### src/rtl/pe_mem_arbiter.sv
// Round-robin arbiter sharing one data-memory port between NUM_PE processing elements.
// One access in flight at a time; a stalled access is aborted with an error after TIMEOUT cycles.
module pe_mem_arbiter #(
  parameter int NUM_PE  = 4,
  parameter int ADDR_W  = 32,
  parameter int DATA_W  = 32,
  parameter int TIMEOUT = 64
) (
  input  logic                       clk,
  input  logic                       reset,
  input  logic [NUM_PE-1:0]          pe_mem_read,
  input  logic [NUM_PE-1:0]          pe_mem_write,
  input  logic [NUM_PE*ADDR_W-1:0]   pe_mem_address,
  input  logic [NUM_PE*DATA_W-1:0]   pe_mem_wdata,
  input  logic [NUM_PE*2-1:0]        pe_mem_size,
  output logic [NUM_PE-1:0]          pe_mem_ack,
  output logic [DATA_W-1:0]          pe_mem_rdata,
  output logic                       pe_mem_err,
  output logic                       mem_read,
  output logic                       mem_write,
  output logic [ADDR_W-1:0]          mem_address,
  output logic [DATA_W-1:0]          mem_wdata,
  output logic [1:0]                 mem_size,
  input  logic                       mem_ack,
  input  logic [DATA_W-1:0]          mem_rdata,
  output logic [$clog2(NUM_PE)-1:0]  grant_id,
  output logic                       busy
);
  localparam int IDW = $clog2(NUM_PE);
  localparam int IW1 = IDW + 1;
  localparam int CW  = $clog2(TIMEOUT + 1);

  typedef enum logic [1:0] {IDLE, ACCESS, DONE} state_t;
  state_t state, state_nx;

  logic [NUM_PE-1:0][ADDR_W-1:0] addr_a;
  logic [NUM_PE-1:0][DATA_W-1:0] wdata_a;
  logic [NUM_PE-1:0][1:0]        size_a;
  logic [NUM_PE-1:0]             req;
  logic [IDW-1:0]                rr_ptr, winner;
  logic [IW1-1:0]                idx;
  logic [CW-1:0]                 tmo_cnt;
  logic                          tmo_hit, acc_end;

  assign addr_a  = pe_mem_address;
  assign wdata_a = pe_mem_wdata;
  assign size_a  = pe_mem_size;
  assign req     = pe_mem_read | pe_mem_write;
  assign tmo_hit = (tmo_cnt == CW'(TIMEOUT - 1));
  assign acc_end = (state == ACCESS) && (mem_ack || tmo_hit);
  assign busy    = (state != IDLE);

  // Walk offsets from farthest to nearest so the nearest requester to rr_ptr wins.
  always_comb begin
    winner = rr_ptr;
    idx    = '0;
    for (int k = NUM_PE - 1; k >= 0; k--) begin
      idx = {1'b0, rr_ptr} + IW1'(k);
      if (idx >= IW1'(NUM_PE)) idx = idx - IW1'(NUM_PE);
      if (req[idx[IDW-1:0]]) winner = idx[IDW-1:0];
    end
  end

  always_comb begin
    state_nx = state;
    case (state)
      IDLE:    if (|req) state_nx = ACCESS;
      ACCESS:  if (acc_end) state_nx = DONE;
      DONE:    state_nx = IDLE;
      default: state_nx = IDLE;
    endcase
  end

  always_ff @(posedge clk or negedge reset) begin
    if (!reset) state <= IDLE;
    else        state <= state_nx;
  end

  always_ff @(posedge clk or negedge reset) begin
    if (!reset) begin
      pe_mem_ack   <= '0;
      pe_mem_rdata <= '0;
      pe_mem_err   <= 1'b0;
      mem_read     <= 1'b0;
      mem_write    <= 1'b0;
      mem_address  <= '0;
      mem_wdata    <= '0;
      mem_size     <= '0;
      grant_id     <= '0;
      rr_ptr       <= '0;
      tmo_cnt      <= '0;
    end else begin
      case (state)
        IDLE: if (|req) begin
          grant_id    <= winner;
          mem_address <= addr_a[winner];
          mem_wdata   <= wdata_a[winner];
          mem_size    <= size_a[winner];
          // A PE raising both strobes is treated as a store.
          mem_write   <= pe_mem_write[winner];
          mem_read    <= ~pe_mem_write[winner];
          tmo_cnt     <= '0;
        end
        ACCESS: begin
          tmo_cnt <= tmo_cnt + CW'(1);
          if (acc_end) begin
            mem_read   <= 1'b0;
            mem_write  <= 1'b0;
            pe_mem_ack <= NUM_PE'(1) << grant_id;
            pe_mem_err <= ~mem_ack;
            if (mem_ack && !mem_write) pe_mem_rdata <= mem_rdata;
          end
        end
        DONE: begin
          pe_mem_ack <= '0;
          pe_mem_err <= 1'b0;
          rr_ptr     <= (grant_id == IDW'(NUM_PE - 1)) ? '0 : grant_id + 1'b1;
        end
        default: ;
      endcase
    end
  end
endmodule
### config.mk
export PLATFORM = sky130hd
export DESIGN_NAME = pe_mem_arbiter
export DESIGN_NICKNAME = d
export VERILOG_FILES = /design/src/rtl/pe_mem_arbiter.sv
export SDC_FILE = /design/constraint.sdc
export NUM_CORES = 1
export LEC_CHECK = 0
export ABC_AREA = 1
export BUFFER_PORTS_ARGS = -buffer_cell sky130_fd_sc_hd__buf_4
export CORE_AREA = 3 3 162 164
export DETAILED_ROUTE_END_ITERATION = 7
export DIE_AREA = 0 0 165 167
export GPL_TIMING_DRIVEN = 0
export HOLD_SLACK_MARGIN = 0.1
export PLACE_DENSITY_LB_ADDON = 0.12
export REMOVE_ABC_BUFFERS = 1
export SYNTH_ARGS = -nofsm -noshare
export SYNTH_HDL_FRONTEND = slang
export SYNTH_SLANG_ARGS = --single-unit
export TNS_END_PERCENT = 5
### constraint.sdc
create_clock -name clk -period 5.5 [get_ports clk]
set_input_delay 0.825 -clock clk [delete_from_list [all_inputs] [get_ports clk]]
set_output_delay 0.825 -clock clk [all_outputs]
set_load 0.005 [all_outputs]
=== Word level (Yosys, flattened, before mapping) ===
Cells that the tools add are included.

* Input port bits: 307
* Output and inout bits: 108
* Bits in registers: 118
* Logic and storage cells: 94

* Order comparisons: 9
* Add/sub/neg operators: 9
* Equal/unequal tests: 6
* Bitwise gates (word level): 3
* Reduce and logical (&&, ||, !) cells: 15
* Muxes and demuxes: 39
* Shift operators: 1

{| class="wikitable"
|+ Operators with widths
! kind !! number
|-
| $bmux 32 s2 || 2
|-
| $mux 32 || 2
|-
| $mux 2 || 12
|-
| $lt 2x3->1 const B || 5
|-
| $pmux 7 s2 || 1
|-
| $bmux 1 s2 || 5
|-
| $ge 3x3->1 const B || 3
|-
| $mux 1 || 9
|-
| $pmux 4 s2 || 1
|-
| $reduce_and 2->1 || 4
|-
| $sub 2x1->2 const B || 4
|-
| $add 7x1->7 const B || 1
|-
| $eq 7x6->1 const B || 1
|-
| $mux 7 || 1
|-
| $add 2x2->3 const B || 2
|-
| $pmux 1 s2 || 3
|-
| $reduce_and 3->1 || 2
|-
| $reduce_bool 2->1 || 3
|-
| $bmux 2 s2 || 1
|-
| $eq 2x2->1 const B || 2
|-
| $mux 4 || 1
|-
| $ne 2x2->1 const B || 2
|-
| $or 4x4->4 || 1
|-
| $pmux 2 s2 || 1
|-
| 11 further kinds || 13
|}

=== Depth between registers and ports, before layout ===
Gate-level depths: netlist (run 1).

* Word-level depth: 14
* Gate-level depth with buffers: 18
* Depth with buffers taken out: 15

=== Least setup slack after synthesis (run 1) ===
No wires, ideal clock.

* Path kind: input -> register
* Start: input pe_mem_read[3]
* End: register mem_address[0]
* Buffers on the path: 2
* Setup slack: 3.263 ns
* Stages on the path: 13
* Setup time: 0.118 ns
* Arrival: 2.119 ns
* Cell sequence: nor2_1 -> nand2_1 -> and2_1 -> nand2_1 -> nand2_1 -> inv_2 -> nand3_4 -> buf_2 -> buf_2 -> nand3_1 -> nand3_1 -> nand3_1 -> nand2_1

* Cells in the longest elaborated chain, start to end: 9

{| class="wikitable"
|+ RTL lines
! element !! line !! RTL
|-
| from (decl) || 11 || <nowiki>input logic [NUM_PE-1:0] pe_mem_read,</nowiki>
|-
| $or 4x4->4 * || 48 || <nowiki>assign req = pe_mem_read | pe_mem_write;</nowiki>
|-
| $bmux 1 s2 || 60 || <nowiki>if (req[idx[IDW-1:0]]) winner = idx[IDW-1:0];</nowiki>
|-
| $mux 1 (not written as such) || 60 ||
|-
| $mux 2 (4 in series) || 60 ||
|-
| $bmux 32 s2 || 96 || <nowiki>mem_address <= addr_a[winner];</nowiki>
|-
| $mux 32 (not written as such) || 96 ||
|-
| to (signal assigned) || 96 ||
|-
| to (decl) || 21 || <nowiki>output logic [ADDR_W-1:0] mem_address,</nowiki>
|}

Every way passes the cells marked *; elsewhere a longest branch is shown, timed or not. The select of a mux whose other input is x is not followed.
A chain may end at the register's enable or synchronous reset.

=== Worst setup path in the final report (run 1) ===
* Start: register rr_ptr[0]
* End: register mem_wdata[8]

* Cells in the longest elaborated chain, start to end: 11

{| class="wikitable"
|+ RTL lines
! element !! line !! RTL
|-
| from (decl) || 40 || <nowiki>logic [IDW-1:0] rr_ptr, winner;</nowiki>
|-
| from (signal assigned) || 117 || <nowiki>rr_ptr <= (grant_id == IDW'(NUM_PE - 1)) ? '0 : grant_id + 1'b1;</nowiki>
|-
| $add 2x2->3 || 58 || <nowiki>idx = {1'b0, rr_ptr} + IW1'(k);</nowiki>
|-
| $ge 3x3->1 / $sub 2x1->2 (equally long branches) || 59 || <nowiki>if (idx >= IW1'(NUM_PE)) idx = idx - IW1'(NUM_PE);</nowiki>
|-
| $mux 2 || 59 ||
|-
| $bmux 1 s2 || 60 ||
|-
| $mux 1 (not written as such) || 60 ||
|-
| $mux 2 (3 in series) || 60 ||
|-
| $mux 2 * || 60 ||
|-
| $bmux 32 s2 * || 97 || <nowiki>mem_wdata <= wdata_a[winner];</nowiki>
|-
| $mux 32 (not written as such) * || 97 ||
|-
| to (signal assigned) || 97 ||
|-
| to (decl) || 22 || <nowiki>output logic [DATA_W-1:0] mem_wdata,</nowiki>
|}

Marked as above.

==> results.txt, run 1 <==
* Gr ovfl total: 0
* H-tree depth: 4
- The die is about 170 um wide.
* Post-cts hold buffer count: 0
- During placement, the flow inserted port buffers numbering 414.
- Iteration-0 DRC Markers: 372
* Top Family by Delay on Critical Path: simple AND/OR/NAND/NOR gates
- Entering global routing, the biggest net connects roughly 140 pins.
- Commonest non-fill, non-tap cell in the layout: buf_4
- Async set-or-reset flop fraction in the synthesized netlist: 1.000
* Synth cell types: 29
- Highest attainable clock frequency: between 200 and 300 MHz
* RSZ-0062 raised after global routing: false
- Detailed placement ended at an HPWL of ~21,000 um.
- Status: complete, no violations
* Number of nets in the final layout: between 1,500 and 2,000
* Hold crit path type: in2async
* All-Layer GR Usage: 0.2119
* Total power: about 6.8 mW
- Synthesis inferred between 100 and 150 register bits.
- Row count: 58
* Master of the slowest instance on the critical path: nand2_8
- The via count of the first global-routing pass came to between 8,000 and 9,000.
- Utilization after layout: 0.4380
* Worst clock skew: between 0.007 and 0.008 ns
* Worst slew pin tran: between 0.9 and 1 ns
- CTS buffer count: 17
* Final Cycle Share: 0.6503
* Data required time at the worst endpoint: between 5 and 6 ns
* Post-synthesis instance area: about 0.007 mm^2
- Of the cells placed in the final design, the portion with a size suffix greater than 1 is 0.3760.
* Cells after Synth: 957
- Startpoint types: flip-flop
- Global-route wire length before repair: between 40,000 and 50,000 um
* Leading cell types in the layout, fill and taps excluded: buf_4, nand3_1, nand2_1, dfrtp_1, mux2_2
- In this run, synthesis inferred 0 flip-flops with an integrated enable.
- Residual antenna-violating net count after detailed routing: 0
- The tree built by TritonCTS fans out to approximately 120 sinks.
* Final standard cell area without fillers: 0.01097 mm^2
- Sum of routed wire length over all layers: about 30,000 um
- Total of max-cap violations: 0
- Worst hold slack: 0.2806 ns
- Average routed wire per standard cell: 17.87 um
* Number of antenna violations at the first check in global routing: 0
- A synthesized cell averages 7.348 um^2.
- Top-level I/O count: 415
- Final RePlAce weighted congestion: about 0.78
- IR analysis of the VDD net gives a maximum drop of slightly above 0.5 mV.
* Final worst path period need: between 3 and 4 ns
* Area growth from synthesis to layout: 55.96%
- The worst setup path is captured at a flip-flop.
* Clock-pin slew on the worst setup and hold paths: 0.06 ns
- DRC viols: 0
- Highest net fanout along the worst path: 135
- TritonCTS built the clock tree.
- TNS Setup: 0 ns
* Setup Fix Bufs, Post-CTS: 0
- Initial core utilization: 0.2809
- Summing all placed instances gives a cell area of about 0.010 mm^2.
- In this run the vertical extent of the chip is approximately 170 um.
- Buffer and inverter count on the worst path: 2
- The number of hold violations in the final report is 0.
* Register area share after synthesis: 0.4199
- Dominant synthesized flop cell: dfrtp_1
* Area fraction of the dominant cell type after synthesis: 0.4199
- PD cells: about 620 mW/mm^2
- Antenna cells: 0
- DRT Pass-1 Iters: 5
* Number of endpoints failing setup at the final stage: 0
- Number of warning messages in the yosys log: 0
- Arrival time of the worst setup path: about 3.9 ns
* Total of cells resized after clock tree synthesis: 0
- The total area inside the core boundary comes to 0.02504 mm^2.
- dfrtp_1 takes more of the synthesized area than any other cell.
* Per-cell via count in the routed design: approximately 4.8
- The signal on the critical path passes through inv_4, nand2_2, nand2_2, inv_2, nand3_1, nand2_1, nand2_1, nand2_2, nand2_2, nand2_8, nand2_8, nand2_1, nand3_1, nand3_1, nand2_1.
- For the worst-skew pair, the clock arrives at the later sink with an insertion delay of approximately 0.4 ns.
* Final Max Slew Viols: 0
- The tree is rooted in a clkbuf_16.
- Die area: roughly 0.028 mm^2
- Maximum clock path buffer count: 2
- Cell types with the largest area share after synthesis: dfrtp_1, nand3_1, nand2_1
- Maximum single-stage delay on the critical path: about 0.7 ns
- Total number of vias: ~8,000
* Standby leakage power: 5.686 nW
- In this run the tightest slew margin relative to its limit is 0.3790.
- By startpoint and endpoint, the worst setup path is classified as reg2reg.
[layout make-up]
| class | count | area, um^2 |
|---|---|---|
| fillers | 2643 | 14070 |
| multi-input cells | 740 | 3635 |
| repair buffers | 421 | 3297 |
| flip-flops and latches | 118 | 2953 |
| clock buffers | 18 | 429.2 |
| well taps | 330 | 412.9 |
| clock inverters | 14 | 143.9 |
| inverters | 24 | 96.34 |
[path summary, 6_finish.rpt]
check	start	endpoint	slack, ns	cells after the start
min in group clk	mem_address[15]$_DFFE_PN0P_	mem_address[15]$_DFFE_PN0P_	0.48	2
worst max register to register	rr_ptr[0]$_DFFE_PN0P_	mem_wdata[8]$_DFFE_PN0P_	1.92	15
worst max-delay path	rr_ptr[0]$_DFFE_PN0P_	mem_wdata[8]$_DFFE_PN0P_	1.92	15
worst min register to register	mem_address[15]$_DFFE_PN0P_	mem_address[15]$_DFFE_PN0P_	0.48	2
max in group asynchronous	reset	mem_wdata[21]$_DFFE_PN0P_	4.44	2
worst min-delay path	reset	pe_mem_rdata[19]$_DFFE_PN0P_	0.28	1
[power breakdown]
group          internal, mW  switching [mW]  leakage [nW]  total, mW
Clock                 0.636           0.459         0.268       1.10
Combinational          1.67            2.47          3.97       4.14
Sequential             1.31           0.250          1.44       1.56
[cells by family after synthesis]
logic type / Yosys count / synth area share
mux: 32 / 0.05125
simple gates: 684 / 0.4367
xor+xnor: 1 / 0.001246
compound gates: 18 / 0.01352
fa+ha+maj: 5 / 0.008897
buf+inv: 99 / 0.06851
flops: 118 / 0.4199
[cell usage after synthesis (all sizes together) (2+ instances only)]
master	n
ha	5
nand2	307
mux2	32
dfrtp	118
clkinv	2
nand3b	2
buf	57
a21oi	3
clkbuf	18
o21ai	12
inv	22
nor2	17
nand3	356
o22ai	2
[state kept, by name, summed over array words and instances (netlist names)]
| register | count |
|---|---|
| mem_address | 32 |
| mem_size | 2 |
| rr_ptr | 2 |
| grant_id | 2 |
| mem_write | 1 |
| pe_mem_ack | 4 |
| mem_wdata | 32 |
| pe_mem_rdata | 32 |
| mem_read | 1 |
| state | 2 |
| pe_mem_err | 1 |
| tmo_cnt | 7 |
[metal layers]
metal  track usage  up-vias  wire length [um]
met1        0.2573     3751             12100
met5             0        -                 0
li1              -     3952                 -
met2        0.3594      263             14800
met4       0.06309        0               703
met3       0.06393       36              2147
[metrics by stage]
| step | instances | setup WS [ns] |
|---|---|---|
| after detailed placement | 1633 | 1.459 |
| after floorplan | 882 | 0.9347 |
| after global routing | 1665 | 1.626 |
| after CTS | 1665 | 1.878 |
| after global placement | 1626 | -2.549 |
| final | 1665 | 1.923 |
Note: power is estimated with default switching activity, not from simulation.
==> run 2, diff against run 1 <==
--- a/config.mk
+++ b/config.mk
@@ -7,9 +7,9 @@
 export LEC_CHECK = 0
 export ABC_AREA = 1
 export BUFFER_PORTS_ARGS = -buffer_cell sky130_fd_sc_hd__buf_4
-export CORE_AREA = 3 3 162 164
+export CORE_AREA = 3 3 158 160
 export DETAILED_ROUTE_END_ITERATION = 7
-export DIE_AREA = 0 0 165 167
+export DIE_AREA = 0 0 161 163
 export GPL_TIMING_DRIVEN = 0
 export HOLD_SLACK_MARGIN = 0.1
 export PLACE_DENSITY_LB_ADDON = 0.12
==> constraint.sdc (replaced) <==
create_clock -name clk -period 3.55 [get_ports clk]
set_input_delay 0.5325 -clock clk [delete_from_list [all_inputs] [get_ports clk]]
set_output_delay 0.5325 -clock clk [all_outputs]
set_load 0.005 [all_outputs]
==> results.txt, run 2 (same netlist as run 1, synthesis figures left out) <==
- Status: complete, no violations
- Walking the worst path, the cells encountered are inv_4, nand2_1, and2_1, nand2_1, a21boi_0, nand2_4, inv_8, nand3_1, nand3_1, nand2_1.
- The number of filler cells placed in the layout was 2,456 (-7.1%).
- PD cells: 955.5 mW/mm^2 (+54%)
* Standby leakage power: 5.665 nW (-0.37%)
* Overall die width: 161 um (-2.4%)
* Total power: 10.43 mW (+54%)
* Startpoint types: flip-flop
- The routability-driven placement congestion ratio came to 0.8218 (+5.0%).
* Final worst path period need: 3.213 ns (-0.3635 ns)
- Largest net degree at the start of global routing: 136 (unchanged)
- RSZ-0062 raised after global routing: false
* Final Cycle Share: 0.9051 (+0.2548)
* Logic gate share of total power: 0.606 (-0.003)
- Regs by FF count: mem_address (32), mem_wdata (32), pe_mem_rdata (32)
* Data required time at the worst endpoint: 3.85 ns (-1.95 ns)
- Average routed wire per standard cell: 17.83 um (-0.24%)
- Clock-pin slew on the worst setup and hold paths: 0.06 ns (about the same)
- Proportion of power drawn by flip-flops and latches: 0.231 (about the same)
* Share of post-route cells with drive strength above 1: 0.3760 (unchanged)
* Per-cell via count in the routed design: 4.904 (+2.0%)
- The count of final max-slew check failures came to 0 (unchanged).
* Highest net fanout along the worst path: 68 (-50%)
- The deepest clock path buffer count was 2 (unchanged).
- The number of DRC markers after the initial detailed-route iteration is 467 (+26%).
- Maximum single-stage delay on the critical path: 0.62 ns (-0.07 ns)
* Residual antenna-violating net count after detailed routing: 0 (unchanged)
- Part of the total power dissipated in the clock network: 0.162 (about the same)
- The critical path is of the reg2reg type.
* DRC viols: 0 (unchanged)
* Power dissipated by switching net loads: 4.909 mW (+55%)
- The slack of the worst reg-to-reg path was 0.34 ns (-1.59 ns).
- H-tree depth: 4 (unchanged)
* Worst hold slack: 0.2863 ns (+0.005769 ns)
* Path depth of the worst reg2reg path: 10 (-5)
- Insertion delay of the later-clocked pin in the worst-skew pair: 0.42 ns (about the same)
- Worst clock skew: 0.01815 ns (+0.01030 ns)
* Power Internal: 5.524 mW (+53%)
- Die H: 163 um (-2.4%)
- The switching share of power was 0.4705 (+0.002800).
- The area of the die came to 0.02624 mm^2 (-4.8%).
- All-Layer GR Usage: 0.2145 (+0.002581)
- The number of detailed-route iterations in the first pass is 5 (unchanged).
- Clock root buffer master: clkbuf_16
- The cell area after placement came to 0.01031 mm^2 (-0.83%).
* Type of destination of the critical path: flip-flop
- The number of post-CTS setup repair buffers is 0 (unchanged).
* Master of the slowest instance on the critical path: inv_8
* Placed wire-length estimate: 20,300 um (-1.6%)
* Gr ovfl total: 0 (unchanged)
- End of the worst register-to-register path: mem_address[7]$_DFFE_PN0P_
* CTS sink cnt: 118 (unchanged)
* Final standard cell area without fillers: 0.01092 mm^2 (-0.44%)
- Counting stages on the worst path, the most repeated cell is nand2_1.
* Number of nets in the final layout: 1,634 (unchanged)
- The number of buffers created by CTS was 17 (unchanged).
- The total routed wirelength is 29,480 um (-0.89%).
* Number of antenna violations at the first check in global routing: 0 (unchanged)
- Leaving out fill and tap cells, the most frequent cells in the layout are buf_4, nand3_1, nand2_1, dfrtp_1, mux2_2.
* Total number of vias: 8,112 (+1.4%)
- Port Buf Inserts: 414 (unchanged)
- Worst hold path endpoint: pe_mem_err$_DFFE_PN0P_
- Launch instance of the worst register-to-register path: rr_ptr[0]$_DFFE_PN0P_
- Clock tree from TritonCTS: done
- Row count: 56 (-3.4%)
* Antenna cells: 0 (unchanged)
- Global-route wire length before repair: 44,230 um (-2.8%)
- TNS Setup: 0 ns (unchanged)
- In this run the worst hold path is classified as in2reg.
- Arrival time of the worst setup path: 3.52 ns (-0.35 ns)
* Commonest non-fill, non-tap cell in the layout: buf_4
- Worst slew pin tran: 0.9779 ns (+0.04644 ns)
- Final hold violation count: 0 (unchanged)
- Utilization after layout: 0.4638 (+0.02572)
* Top-level I/O count: 415 (unchanged)
- Area taken by flip-flops and latches: 0.002953 mm^2 (unchanged)
- The worst hold path passes through 2 cells.
- The total area of multi-input combinational cells is 0.003657 mm^2 (+0.62%).
* Via count of the first global-routing pass: 7,941 (-1.9%)
- The initial cell density of the core came to 0.2987 (+0.01782).
- Largest voltage drop on the vdd net: 0.6369 mV (+26%)
- Source of the worst hold timing path: mem_ack
- The max-capacitance violation count came to 0 (unchanged).
- Compared with the post-synthesis result, the final layout area differs by 55.27%.
- Number of endpoints failing setup at the final stage: 0 (unchanged)
- The highest attainable clock frequency was 311.2 MHz (+11%).
- Relative max-transition margin: 0.3475 (-0.03154)
- Core area: 0.02354 mm^2 (-6.0%)
[run 2: changes by cell type in the layout (fill, tap and decap cells not counted)]
cell	before	now
inv_4	2	1
nand2_2	4	5
clkinv_4	2	1
nand2_1	300	299
dlygate4sd3_1	0	1
buf_12	1	3
inv_6	5	7
nand2_8	2	3
buf_16	6	2
[run 2: layer usage]
layer	vias up	GRT usage	routed length, um
li1	3950	-	-
met1	3795	0.2537	11730
met2	323	0.3705	14790
met3	44	0.06638	2097
met4	0	0.07352	872
met5	-	0	0
[run 2: worst max-delay path by stage]
stage	start	endpoint
6_report	rr_ptr[0]$_DFFE_PN0P_	mem_address[7]$_DFFE_PN0P_
5_1_grt	rr_ptr[0]$_DFFE_PN0P_	mem_address[7]$_DFFE_PN0P_
2_1_floorplan	pe_mem_read[0]	mem_read$_DFFE_PN0P_
3_5_place_dp	pe_mem_read[1]	mem_address[7]$_DFFE_PN0P_
3_3_place_gp	pe_mem_read[1]	mem_size[1]$_DFFE_PN0P_
4_1_cts	rr_ptr[0]$_DFFE_PN0P_	mem_address[7]$_DFFE_PN0P_
[run 2: stage by stage]
| step | cells | setup slack (ns) |
|---|---|---|
| final | 1654 | 0.3368 |
| after global routing | 1654 | 0.05059 |
| after CTS | 1653 | 0.006702 |
| after detailed placement | 1620 | -0.5815 |
| after global placement | 1615 | -4.092 |
| after floorplan | 882 | -0.7228 |
[run 2: repair_timing]
action / 4_1_cts / 5_1_grt
pin swaps: 0 / 1
endpoints found under the hold margin: 27 / 0
endpoints found under the setup margin: 69 / 69
hold buffers: 1 / 0
gates cloned: 0 / 1
resized for setup: 1 / 3
[run 2: critical path, delay by kind of cell (launching register included)]
kind | cells | cell delay (ns)
buf+inv | 2 | 0.73
compound gates | 1 | 0.30
simple gates | 7 | 1.41
flops | 1 | 0.60
[run 2: power groups by stage]
stage | logic (mW) | clock network [mW] | registers, mW
global route | 7.09 | 1.80 | 2.50
CTS | 6.33 | 1.75 | 2.42
floorplan | 3.55 | 0 | 2.43
detailed placement | 6.34 | 0 | 2.42
finish | 6.33 | 1.69 | 2.41
global placement | 6.30 | 0 | 2.41
[run 2: area by class of cell]
class | count | area share
timing repair buffer | 420 | 0.2965
clock buffer | 18 | 0.03931
clock inverter | 14 | 0.01295
sequential | 118 | 0.2705
inverter | 24 | 0.009283
multi-input combinational | 741 | 0.3350
tap | 319 | 0.03656
==> run 3, diff against run 2 <==
--- a/config.mk
+++ b/config.mk
@@ -14,6 +14,7 @@
 export HOLD_SLACK_MARGIN = 0.1
 export PLACE_DENSITY_LB_ADDON = 0.12
 export REMOVE_ABC_BUFFERS = 1
+export SETUP_SLACK_MARGIN = 0.4
 export SYNTH_ARGS = -nofsm -noshare
 export SYNTH_HDL_FRONTEND = slang
 export SYNTH_SLANG_ARGS = --single-unit
==> results.txt, run 3 (same netlist as run 1, synthesis figures left out) <==
- Status: complete, no violations
* PD cells: 972.5 mW/mm^2 (+1.8%)
* Final worst path period need: 2.952 ns (-0.2610 ns)
- Arrival time of the worst setup path: 3.26 ns (-0.26 ns)
* Standby leakage power: 5.684 nW (+0.35%)
* RSZ-0062 raised after global routing: true
* DRC viols: 0 (unchanged)
- The largest individual stage delay along the critical path comes from the cell dfrtp_2.
- Area growth from synthesis to layout: 56.01%
- The worst hold path begins at mem_ack.
* Clock-pin slew on the worst setup and hold paths: 0.06 ns (about the same)
* Row count: 56 (unchanged)
- Most prevalent standard cell on the critical path: nand2_2
* Placed wire-length estimate: 20,300 um (unchanged)
* Leading cell types in the layout, fill and taps excluded: buf_4, nand3_1, nand2_1, dfrtp_1, mux2_2
* Residual antenna-violating net count after detailed routing: 0 (unchanged)
- Worst slew pin tran: 0.8869 ns (-0.09106 ns)
- Share of post-route cells with drive strength above 1: 0.3789 (+0.002894)
* Utilization after layout: 0.4660 (+0.002232)
* Largest voltage drop on the vdd net: 0.5071 mV (-20%)
- The initial cell density of the core came to 0.2987 (unchanged).
- All-Layer GR Usage: 0.2230 (+0.008529)
* Largest net degree at the start of global routing: 92 (-32%)
- The area of the die was 0.02624 mm^2 (unchanged).
* Gr ovfl total: 0 (unchanged)
* CTS sink cnt: 118 (unchanged)
- Core area: 0.02354 mm^2 (unchanged)
- The number of buffers created by CTS was 17 (unchanged).
- The number of hold violations in the final report was 0 (unchanged).
* DRT Pass-1 Iters: 5 (unchanged)
- STA classifies the critical path startpoint as a flip-flop.
- Die H: 163 um (unchanged)
- Per-cell via count in the routed design: 4.963 (+1.2%)
- Top Family by Delay on Critical Path: simple AND/OR/NAND/NOR gates
- Total number of vias: 8,223 (+1.4%)
* Via count of the first global-routing pass: 8,052 (+1.4%)
* Number of endpoints failing setup at the final stage: 0 (unchanged)
- Final RePlAce weighted congestion: 0.8218 (unchanged)
- The number of buffer and inverter stages on the critical path is 3 (+1).
* Number of antenna violations at the first check in global routing: 0 (unchanged)
- Setup Fix Bufs, Post-CTS: 0 (unchanged)
- The worst register-to-register path begins at rr_ptr[0]$_DFFE_PN0P_.
- Average routed wire per standard cell: 18.88 um (+5.9%)
- The number of antenna cells inserted is 0 (unchanged).
- Final Max Slew Viols: 0 (unchanged)
- The library cell used most frequently in the layout, excluding fill and tap cells, is buf_4.
- Highest net fanout along the worst path: 67 (-1.5%)
* Port Buf Inserts: 414 (unchanged)
* Critical Setup Path Class: reg2reg
* Sum of routed wire length over all layers: 31,280 um (+6.1%)
- Global-route wire length before repair: 45,600 um (+3.1%)
* Worst setup path startpoint: rr_ptr[0]$_DFFE_PN0P_
- The final-layout setup total negative slack came to 0 ns (unchanged).
* Hold crit path type: in2reg
- Insertion delay of the later-clocked pin in the worst-skew pair: 0.42 ns (about the same)
- Top-level I/O count: 415 (unchanged)
- Maximum single-stage delay on the critical path: 0.53 ns (-0.09 ns)
- Clock root buffer master: clkbuf_16
- H-tree depth: 4 (unchanged)
* Worst clock skew: 0.01395 ns (-0.004193 ns)
- Highest attainable clock frequency: 338.7 MHz (+8.8%)
* Total of max-cap violations: 0 (unchanged)
- The total power was 10.67 mW (+2.3%).
- Clock tree from TritonCTS: done
- The worst relative slew slack is 0.4087 (+0.06129).
- The number of DRC markers after the initial detailed-route iteration is 494 (+5.8%).
* Data required time at the worst endpoint: 3.86 ns (about the same)
- Series of cell instances along the critical path: inv_4, nand2_2, nand2_2, nand3_2, o21ai_1, inv_2, nand2_2, nand3_4, buf_16, nand2_8, nand2_1, nand3_1, nand3_1
* Final Cycle Share: 0.8316 (-0.07353)
- The deepest clock path buffer count was 2 (unchanged).
* Number of nets in the final layout: 1,637 (+0.18%)
* Type of destination of the critical path: flip-flop
- Regs by FF count: mem_address (32), mem_wdata (32), pe_mem_rdata (32)
* Overall die width: 161 um (unchanged)
-- run 3: cell count changes in the layout (fill, tap and decap cells not counted) --
cell / before / now
dfrtp_2: 0 / 1
a21boi_0: 1 / 0
nand2_4: 1 / 3
inv_12: 0 / 1
nand2_8: 3 / 4
dfrtp_1: 118 / 117
a21boi_2: 0 / 1
inv_8: 2 / 1
-- run 3: worst reg2reg max path: stages, from the launching register on --
cell     delay [ns]
dfrtp_2        0.53
inv_4          0.15
nand2_2        0.06
nand2_2        0.09
nand3_2        0.08
o21ai_1        0.13
inv_2          0.05
nand2_2        0.10
nand3_4        0.39
buf_16         0.38
nand2_8        0.50
nand2_1        0.16
nand3_1        0.11
nand3_1        0.08
-- run 3: path summary, 6_finish.rpt --
kind / endpoint / slack (ns) / depth (start not counted)
worst max register to register: mem_write$_DFFE_PN0P_ / 0.60 / 13
min in group asynchronous: mem_address[18]$_DFFE_PN0P_ / 0.56 / 2
max in group asynchronous: pe_mem_rdata[20]$_DFFE_PN0P_ / 2.20 / 3
worst min-delay path: pe_mem_err$_DFFE_PN0P_ / 0.28 / 2
worst max-delay path: mem_write$_DFFE_PN0P_ / 0.60 / 13
worst min register to register: mem_wdata[6]$_DFFE_PN0P_ / 0.48 / 2
-- run 3: layout make-up --
cell class                 count  area, um^2
sequential                   118        2954
fill                        2455       12570
timing repair buffer         420        3237
clock buffer                  18       429.2
multi-input combinational    744        3704
inverter                      24       106.4
tap                          319       399.1
clock inverter                14       141.4
-- run 3: power by group --
| group | switching, mW | internal (mW) | total, mW | leakage (nW) |
|---|---|---|---|---|
| clock network | 0.713 | 0.983 | 1.70 | 0.267 |
| logic | 4.03 | 2.52 | 6.55 | 3.97 |
| registers | 0.394 | 2.03 | 2.42 | 1.44 |
| total | 5.13 | 5.53 | 10.7 | 5.68 |
-- run 3: layer usage --
layer  vias to the layer above  GRT usage  wire length (um)
met4                         0    0.08135              1015
met2                       347     0.3815             15620
li1                       3957          -                 -
met3                        56    0.06714              2325
met5                         -          0                 0
met1                      3863     0.2661             12320
-- run 3: timing repair --
item | in CTS | in global routing
setup endpoints to repair | 70 | 9
resized for setup | 7 | 2
gates cloned | 2 | 2
endpoints found under the hold margin | 27 | 0
hold buffers | 1 | 0
pin swaps | 2 | 2
-- run 3: metrics by stage --
| step | cell area (um^2) | hold slack (ns) | worst slack [ns] | cells |
|---|---|---|---|---|
| 6_report | 10970 | 0.2841 | 0.5978 | 1657 |
| 3_3_place_gp | 10150 | 0.4635 | -4.092 | 1615 |
| 4_1_cts | 10940 | 0.2719 | 0.5623 | 1655 |
| 5_1_grt | 10970 | 0.2679 | 0.3717 | 1657 |
| 3_5_place_dp | 10310 | 0.4274 | -0.5815 | 1620 |
| 2_1_floorplan | 6643 | 0.2369 | -0.7228 | 882 |
